## config.mk

```make
export PLATFORM = sky130hd
export DESIGN_NAME = clock_divider_bank
export DESIGN_NICKNAME = d
export VERILOG_FILES = /design/src/rtl/clock_divider_bank.sv
export SDC_FILE = /design/constraint.sdc
export NUM_CORES = 1
export LEC_CHECK = 0
export ABC_AREA = 1
export CORE_UTILIZATION = 45
export CTS_CLUSTER_SIZE = 24
export DETAILED_ROUTE_END_ITERATION = 16
export HOLD_SLACK_MARGIN = 0.02
export PLACE_DENSITY = 0.75
export SLEW_MARGIN = 0
export SYNTH_ARGS = -nofsm -noshare
export SYNTH_HDL_FRONTEND = slang
export SYNTH_SLANG_ARGS = --single-unit
```

## constraint.sdc

```tcl
create_clock -name clk -period 3.5 [get_ports clk]
set_input_delay 0.525 -clock clk [delete_from_list [all_inputs] [get_ports clk]]
set_output_delay 0.525 -clock clk [all_outputs]
set_load 0.05 [all_outputs]
```

## src/rtl/clock_divider_bank.sv

```systemverilog
// Bank of independent programmable clock dividers with rise/fall strobes and common phase sync.
// Outputs registered, one cycle after the sampling edge; no backpressure, divisor changes wait for a period boundary.
module clock_divider_bank #(
  parameter int CHANNELS    = 2,
  parameter int DIV_WIDTH   = 16,
  parameter int DEFAULT_DIV = 30
) (
  input  logic                 clk,
  input  logic                 reset,
  input  logic [CHANNELS-1:0]  enable,
  input  logic [CHANNELS-1:0]  div_wr,
  input  logic [DIV_WIDTH-1:0] div_value,
  input  logic                 sync,
  output logic [CHANNELS-1:0]  clk_out,
  output logic [CHANNELS-1:0]  rise_tick,
  output logic [CHANNELS-1:0]  fall_tick,
  output logic [CHANNELS-1:0]  div_pending
);

  localparam logic [DIV_WIDTH-1:0] ONE = DIV_WIDTH'(1);
  localparam logic [DIV_WIDTH-1:0] TWO = DIV_WIDTH'(2);
  localparam logic [DIV_WIDTH-1:0] DEF = DIV_WIDTH'(DEFAULT_DIV);

  function automatic logic [DIV_WIDTH-1:0] eff(input logic [DIV_WIDTH-1:0] d);
    return (d < TWO) ? TWO : d;
  endfunction

  for (genvar i = 0; i < CHANNELS; i++) begin : g_ch
    logic [DIV_WIDTH-1:0] cnt_q, cnt_d;
    logic [DIV_WIDTH-1:0] act_q, act_d;
    logic [DIV_WIDTH-1:0] pdiv_q, pdiv_d;
    logic [DIV_WIDTH-1:0] high_d;
    logic                 pend_q, pend_d;
    logic                 en_q;
    logic                 clk_q, clk_d;
    logic                 rise_q, rise_d;
    logic                 fall_q, fall_d;
    logic                 wrap;
    logic                 boundary;

    assign wrap     = en_q && (cnt_q == eff(act_q) - ONE);
    assign boundary = sync || wrap;

    always_comb begin
      cnt_d  = cnt_q;
      act_d  = act_q;
      pdiv_d = pdiv_q;
      pend_d = pend_q;
      high_d = '0;
      clk_d  = 1'b0;
      rise_d = 1'b0;
      fall_d = 1'b0;
      if (!enable[i]) begin
        // Idle channel: divisor writes land directly, nothing is left pending.
        cnt_d  = '0;
        pend_d = 1'b0;
        if (div_wr[i]) begin
          act_d  = div_value;
          pdiv_d = div_value;
        end else if (pend_q) begin
          act_d = pdiv_q;
        end
      end else begin
        if (boundary || !en_q) cnt_d = '0;
        else                   cnt_d = cnt_q + ONE;
        if (boundary && pend_q) begin
          act_d  = pdiv_q;
          pend_d = 1'b0;
        end
        // A write coinciding with a boundary is held for the next one.
        if (div_wr[i]) begin
          pdiv_d = div_value;
          pend_d = 1'b1;
        end
        high_d = eff(act_d) >> 1;
        clk_d  = (cnt_d < high_d);
        rise_d = (cnt_d == '0);
        fall_d = (cnt_d == high_d);
      end
    end

    always_ff @(posedge clk) begin
      if (reset) begin
        cnt_q  <= '0;
        act_q  <= DEF;
        pdiv_q <= DEF;
        pend_q <= 1'b0;
        en_q   <= 1'b0;
        clk_q  <= 1'b0;
        rise_q <= 1'b0;
        fall_q <= 1'b0;
      end else begin
        cnt_q  <= cnt_d;
        act_q  <= act_d;
        pdiv_q <= pdiv_d;
        pend_q <= pend_d;
        en_q   <= enable[i];
        clk_q  <= clk_d;
        rise_q <= rise_d;
        fall_q <= fall_d;
      end
    end

    assign clk_out[i]     = clk_q;
    assign rise_tick[i]   = rise_q;
    assign fall_tick[i]   = fall_q;
    assign div_pending[i] = pend_q;
  end

endmodule
```

==> implementation parameters, run 1 <==
Parameter                              Value

Status
  Status ... finished with violations
  Violations in the final reports ... setup timing

Finish
  Commonest non-fill, non-tap cell in the layout ... sky130_fd_sc_hd__nand2_1
  Syn-to-layout area delta ... 33.1%
  Number of nets at the end of the flow ... around 1300
  Highest-count cells in the layout ignoring fill and taps ... 259 x sky130_fd_sc_hd__nand2_1, 156 x sky130_fd_sc_hd__buf_4, 139 x sky130_fd_sc_hd__nor2_1
  Fillers ... between 1000 and 1500
  Area of the multi-input gates ... 4540 um2
  Post-Layout Cell Count ... around 1500
  Area taken by flip-flops and latches ... 2130 um2
  Ant. Diodes ... 0
  Share of cells above drive strength 1 ... 23.5%

Timing
  Ratio of final minimum period to clock period ... 106%
  Final Hold Violating Endpoints ... 0
  Least-Margin Pin Slew ... roughly 0.80 ns
  Final critical-path setup slack ... -0.222 ns
  Maximum achievable frequency ... roughly 270 MHz
  Final min period ... between 3 and 4 ns
  Pins over their slew limit ... 0
  Setup violations, final ... 4
  Slew Limit Headroom ... between 40% and 50%
  RSZ-0062 raised after global routing ... yes
  Worst clock skew ... between 0.008 and 0.009 ns

Logic synthesis
  Yosys warnings ... 0
  Nets in the synthesized netlist ... approximately 1200
  Prevailing post-synth register cell ... sky130_fd_sc_hd__dfxtp_1
  Number of synthesized flops with an enable pin ... 0
  Total of flip-flops plus latches after synthesis ... 106
  Synth Instances ... 1093
  Fraction of registers with async set or reset after synthesis ... 0%
  Mapped Avg Cell Area ... 6.40 um2
  Share of the yosys chip area belonging to registers ... 30.3%
  Synth Cell Area ... roughly 7000 um2
  Count of cell types in the netlist ... 38

Die
  Core ar. ... 15200 um2
  Die Ht ... 127 um
  Die footprint ... 16000 um2
  Number of placement rows ... between 40 and 50
  I/O pin total ... 31
  Overall die width ... 127 um
  Effective utilization at floorplan ... 46.0%

Hold path
  Hold path startpoint ... g_ch[1].pdiv_q[4]
  Hold worst-path end ... g_ch[1].pdiv_q[4]
  Worst Hold Class ... reg -> reg
  Number of cells traversed by the worst hold path ... 2

Pwr
  Pwr dens ... 351 nW/um2
  Leakage dissipation ... between 0.004 and 0.005 uW
  Final Total Pwr ... between 3000 and 4000 uW
  Worst ir drop on vdd ... 0.287 mV

Routing
  Total Routed Length ... 22400 um
  Remaining DRCs ... 0
  Routed via count ... 7752
  Router iterations before antenna repair ... 6
  Detailed-route wire length per cell ... 15.4 um
  Via density ... 5.34
  Number of antenna-violating nets in the routed design ... 0
  Initial DRC Count ... between 700 and 800

Job
  Max_cap viols ... 0

Critical path
  Delay contributed by the slowest stage of the critical path ... about 0.34 ns
  Data required, critical path ... ~3.8 ns
  Length in cells of the worst reg-to-reg path ... 28
  Library cell appearing most often on the critical path ... sky130_fd_sc_hd__nand2_4
  Peak fanout along the critical path ... 10
  Category of the worst setup path capture point ... flip-flop
  Critical path launch point ... g_ch[0].act_q[5]
  Startpoint types ... flip-flop
  Cell with the biggest individual delay on the critical path ... sky130_fd_sc_hd__dfxtp_2
  Critical R2R Capture ... g_ch[0].clk_q
  R2r startpoint ... g_ch[0].act_q[5]
  Start-to-end type of the worst setup path ... reg -> reg
  Data arrival, critical path ... between 3 and 4 ns
  R2R Setup Slk ... -0.22 ns

Global routing
  Largest net degree at the start of global routing ... 33
  Vias in the first global route ... a little over 7000
  Number of antenna violations at the first check in global routing ... 0
  Remaining global-route overflow ... 0
  Global-route wire length before repair ... about 35000 um
  Total GRT Usage ... between 20 and 30%

Clocking
  CTS HTree Levels ... 3
  Skew-Pair Late Insertion Delay ... 0.36 ns
  CTS buffer count ... 9
  CTS tree ... done
  Maximum root-to-sink buffer count ... 2
  Buffer type at the clock tree root ... sky130_fd_sc_hd__clkbuf_16
  Clock tree sinks ... 106
  Clock transition at the registers of the reported paths ... 0.07 ns

Placed design
  Detailed placer's ending HPWL ... 16300 um
  I/O Buffers ... 30
  Cell count after placement ... 1403
  RePlAce Congestion ... 0.906
==> registers in the layout, summed over array words and instances (netlist names), named ones only <==
register and cells:
g_ch.pdiv_q 32, g_ch.clk_q 2, g_ch.act_q 30, g_ch.cnt_q 32
g_ch.pend_q 2, g_ch.fall_q 2, g_ch.en_q 2, g_ch.rise_q 2
==> synthesized netlist by cell type (9+ instances only) <==
master | number | area [um2]
sky130_fd_sc_hd__nand2_1 | 277 | 1040
sky130_fd_sc_hd__nor2_1 | 163 | 612
sky130_fd_sc_hd__inv_1 | 119 | 447
sky130_fd_sc_hd__dfxtp_1 | 106 | 2120
sky130_fd_sc_hd__nand3_1 | 80 | 400
sky130_fd_sc_hd__o21ai_0 | 70 | 350
sky130_fd_sc_hd__a21oi_1 | 36 | 180
sky130_fd_sc_hd__ha_1 | 34 | 425
sky130_fd_sc_hd__xor2_1 | 29 | 254
sky130_fd_sc_hd__nor3_1 | 26 | 130
sky130_fd_sc_hd__clkbuf_1 | 23 | 86.3
sky130_fd_sc_hd__xnor2_1 | 18 | 158
sky130_fd_sc_hd__buf_4 | 11 | 82.6
sky130_fd_sc_hd__nand4_1 | 11 | 68.8
sky130_fd_sc_hd__nor2_2 | 9 | 56.3
==> worst max-delay path, delay by kind of cell (launching register included) <==
| family | cells | cell delay [ns] |
|---|---|---|
| AO/OA/AOI/OAI | 2 | 0.31 |
| adder cells (fa/ha/maj) | 2 | 0.43 |
| buffers and inverters | 5 | 0.46 |
| flip-flops | 1 | 0.34 |
| AND/OR/NAND/NOR | 19 | 2.05 |
==> layout make-up <==
type,instances,area share (%)
Clock buffer,10,2.57
Clock inverter,5,0.927
Inverter,127,5.12
Multi-Input combinational cell,821,48.8
Sequential cell,106,22.9
Tap cell,188,2.53
Timing Repair Buffer,195,17.2
==> through the flow <==
stage,TNS [ns],instance area [um2],hold slack (ns),setup slack [ns],util (%)
global route,-1.78,9310,0.521,-0.534,61.3
CTS,-0.247,8950,0.486,-0.193,58.9
global placement,-0.505,8320,0.462,-0.318,54.8
finish,-0.750,9310,0.488,-0.222,61.3
floorplan,0,7000,0.443,0.129,-
detailed placement,-0.639,8320,0.468,-0.344,54.8
==> how the worst max path moves through the flow <==
stage                     slack, ns            end  cells after the start
after detailed placement      -0.34  g_ch[0].clk_q                     31
after global routing          -0.53  g_ch[0].clk_q                     32
after floorplan                0.13  g_ch[0].clk_q                     32
final                         -0.22  g_ch[0].clk_q                     28
after CTS                     -0.19  g_ch[0].clk_q                     32
after global placement        -0.32  g_ch[0].clk_q                     31
==> power by group <==
group | total [uW] | switching (uW) | internal [uW]
combinational | 814 | 448 | 366
clock | 1140 | 493 | 650
sequential | 1310 | 46.9 | 1270
==> per-layer routing <==
| metal | wire (um) | GRT usage (%) | up-vias |
|---|---|---|---|
| li1 | - | - | 3830 |
| met1 | 10300 | 40.7 | 3533 |
| met2 | 9790 | 41.8 | 351 |
| met3 | 1820 | 3.96 | 38 |
| met4 | 439 | 9.45 | 0 |
| met5 | 0 | 0 | - |
==> logic make-up after synthesis <==
kind of cell / Yosys count / share of synthesized area, %
AOI/OAI and AO/OA: 131 / 10.1
xor gates and xnor gates: 47 / 5.88
adders and majority gates: 34 / 6.08
buffers and inverters: 167 / 9.82
DFF: 106 / 30.3
muxes: 2 / 0.286
and+or+nand+nor: 606 / 37.5
==> repair_timing <==
action                                  CTS  global route
setup buffers                            22            10
resized for setup                        40            73
cloned                                    1             1
endpoints found under the hold margin     0             0
pin swaps                                34            60
hold buffers                              0             0
endpoints found under the setup margin    4             7
(Power assumes the default switching activity.)
==> run 2: changes to the inputs <==
--- a/config.mk
+++ b/config.mk
@@ -6,6 +6,7 @@
 export NUM_CORES = 1
 export LEC_CHECK = 0
 export ABC_AREA = 1
+export CORE_MARGIN = 4
 export CORE_UTILIZATION = 45
 export CTS_CLUSTER_SIZE = 24
 export DETAILED_ROUTE_END_ITERATION = 16
==> run 2 against run 1 <==
The flow still finishes with violations (setup timing). Cell count is 1.1% lower. Combinational power is 0.5% higher. Utilization is 0.78 points higher. First-iteration DRC count is 0.85% higher. Design area is 1.3% higher. Routed wire length is 2.8% higher. Flip-flop and latch count stayed put. Maximum frequency hardly changed. Sequential share of layout area is 0.33 points lower. Clock skew hardly changed.
==> implementation parameters, run 2 (same netlist as run 1, synthesis figures left out) <==
Parameter                              Value

Critical path
  Startpoint types ... flip-flop
  Peak fanout along the critical path ... 7
  Start-to-end type of the worst setup path ... reg -> reg
  Data required, critical path ... 3.77 ns
  R2r startpoint ... g_ch[0].act_q[9]
  Data arrival, critical path ... about 4.0 ns
  Critical path launch point ... g_ch[0].act_q[9]
  Category of the worst setup path capture point ... flip-flop

Routing
  Number of antenna-violating nets in the routed design ... 0
  Router iterations before antenna repair ... 5
  Routed via count ... 7825
  Initial DRC Count ... 715
  Detailed-route wire length per cell ... 16.0 um
  Remaining DRCs ... 0
  Via density ... 5.45
  Total Routed Length ... 23000 um

Timing
  Worst clock skew ... 0.00839 ns
  Ratio of final minimum period to clock period ... 106%
  Maximum achievable frequency ... 269 MHz
  Slew Limit Headroom ... 28.6%
  RSZ-0062 raised after global routing ... yes
  Setup TNS ... -0.418 ns
  Setup violations, final ... 3
  Final Hold Violating Endpoints ... 0
  Least-Margin Pin Slew ... 1.07 ns
  Final critical-path setup slack ... -0.220 ns
  Pins over their slew limit ... 0
  Final min period ... 3.72 ns

Placed design
  Post-place setup slack ... -0.361 ns
  Detailed placer's ending HPWL ... 16400 um
  I/O Buffers ... 30
  Cell count after placement ... approximately 1400
  Cell area after placement ... 8270 um2
  RePlAce Congestion ... 0.974

Finish
  Ant. Diodes ... 0
  Syn-to-layout area delta ... 34.8%
  Share of cells above drive strength 1 ... 24.8%
  Final Instance Area ... 9430 um2
  Highest-count cells in the layout ignoring fill and taps ... 253 x sky130_fd_sc_hd__nand2_1, 137 x sky130_fd_sc_hd__buf_4, 133 x sky130_fd_sc_hd__nor2_1
  Area of the multi-input gates ... approximately 4800 um2
  Final core utilization ... 62.0%
  Fillers ... 1290
  Number of nets at the end of the flow ... 1300
  Area taken by flip-flops and latches ... 2130 um2
  Largest registers ranked by flip-flop count ... g_ch.cnt_q: 32 flops, g_ch.pdiv_q: 32 flops, g_ch.act_q: 30 flops
  Post-Layout Cell Count ... 1436
  Commonest non-fill, non-tap cell in the layout ... sky130_fd_sc_hd__nand2_1

Global routing
  Largest net degree at the start of global routing ... 33
  Vias in the first global route ... 6892
  Total GRT Usage ... 24.4%
  Number of antenna violations at the first check in global routing ... 0
  Remaining global-route overflow ... 0
  Global-route wire length before repair ... 35000 um

Die
  Overall die width ... 133 um
  I/O pin total ... 31
  Effective utilization at floorplan ... 46.0%
  Die footprint ... 17600 um2
  Number of placement rows ... 45
  Die Ht ... 133 um
  Core ar. ... 15200 um2

Clocking
  CTS buffer count ... 9
  CTS tree ... done
  Skew-Pair Late Insertion Delay ... between 0.3 and 0.4 ns
  Clock tree sinks ... 106
  Number of buffers inserted by hold repair at cts ... 0
  Clock transition at the registers of the reported paths ... 0.08 ns
  CTS HTree Levels ... 3
  Buffer type at the clock tree root ... sky130_fd_sc_hd__clkbuf_16
  Maximum root-to-sink buffer count ... 2

Status
  Violations in the final reports ... setup timing
  Status ... finished with violations

Job
  Max_cap viols ... 0

Pwr
  Worst ir drop on vdd ... 0.265 mV
  Leakage dissipation ... 0.00429 uW
  Pwr dens ... 339 nW/um2

Hold path
  Hold path startpoint ... g_ch[0].pdiv_q[4]
  Worst Hold Class ... reg -> reg
## run 2: changes by cell type in the layout (fill, tap and decap cells not counted), moves of 7 or more
cell / previous run / this run
sky130_fd_sc_hd__ha_4: 4 / 13
sky130_fd_sc_hd__ha_1: 28 / 21
sky130_fd_sc_hd__buf_4: 156 / 137
sky130_fd_sc_hd__nand3_1: 75 / 67
sky130_fd_sc_hd__nand2_2: 17 / 24
## run 2: cell type report
type | instances | share of cell area (%)
clock buffers | 9 | 2.39
clock inverters | 7 | 0.836
inverters | 127 | 5.08
multi-input cells | 823 | 50.8
flip-flops and latches | 106 | 22.6
well taps | 188 | 2.49
repair buffers | 176 | 15.8
## run 2: what timing repair did
item | in CTS | in global routing
pin swaps | 40 | 60
gates cloned | 4 | 2
buffers inserted | 9 | 12
endpoints found under the setup margin | 3 | 6
resized for setup | 43 | 100
hold endpoints to repair | 0 | 0
## run 2: stage by stage
step / hold WS (ns) / power, uW
6_report: 0.494 / 3200
5_1_grt: 0.533 / 3340
4_1_cts: 0.493 / 3090
3_5_place_dp: 0.474 / 1990
3_3_place_gp: 0.464 / 1980
2_1_floorplan: 0.443 / 1710
## run 2: worst paths after layout
kind	to	slack (ns)	depth (start not counted)
hold / removal	g_ch[0].pdiv_q[4]	0.49	2
setup reg to reg	g_ch[0].clk_q	-0.22	27
setup / recovery	g_ch[0].clk_q	-0.22	27
hold reg to reg	g_ch[0].pdiv_q[4]	0.49	2
## run 2: routing by layer
metal  vias up  track usage, %  share of wire (%)
met1      3623            37.1                 46
met3        45            3.38                8.0
met5         -               0                  0
li1       3805               -                  -
met2       352            36.4                 44
met4         0            6.12                1.6
## run 2: worst max-delay path, stage by stage, from the launching register on
cell	delay, ns
sky130_fd_sc_hd__dfxtp_2	0.34
sky130_fd_sc_hd__nor2_4	0.12
sky130_fd_sc_hd__nand2_2	0.09
sky130_fd_sc_hd__nor2_4	0.15
sky130_fd_sc_hd__nand2_4	0.08
sky130_fd_sc_hd__nand2_2	0.07
sky130_fd_sc_hd__inv_2	0.05
sky130_fd_sc_hd__ha_4	0.17
sky130_fd_sc_hd__buf_4	0.15
sky130_fd_sc_hd__nand3_2	0.08
sky130_fd_sc_hd__xor2_2	0.18
sky130_fd_sc_hd__o22ai_1	0.09
sky130_fd_sc_hd__nand3b_1	0.19
sky130_fd_sc_hd__nor2_2	0.14
sky130_fd_sc_hd__nand3_4	0.13
sky130_fd_sc_hd__buf_6	0.14
sky130_fd_sc_hd__buf_4	0.12
sky130_fd_sc_hd__buf_4	0.13
sky130_fd_sc_hd__nand3_4	0.11
sky130_fd_sc_hd__inv_4	0.08
sky130_fd_sc_hd__nand2_1	0.12
sky130_fd_sc_hd__inv_1	0.08
sky130_fd_sc_hd__ha_1	0.32
sky130_fd_sc_hd__nand2_1	0.07
sky130_fd_sc_hd__o21ai_1	0.14
sky130_fd_sc_hd__a21oi_1	0.08
sky130_fd_sc_hd__nor2_1	0.13
sky130_fd_sc_hd__nor2_1	0.06
## run 2: report_power, final
part	switching [uW]	internal, uW
sequential	48.4	1260
clock	508	562
combinational	464	354
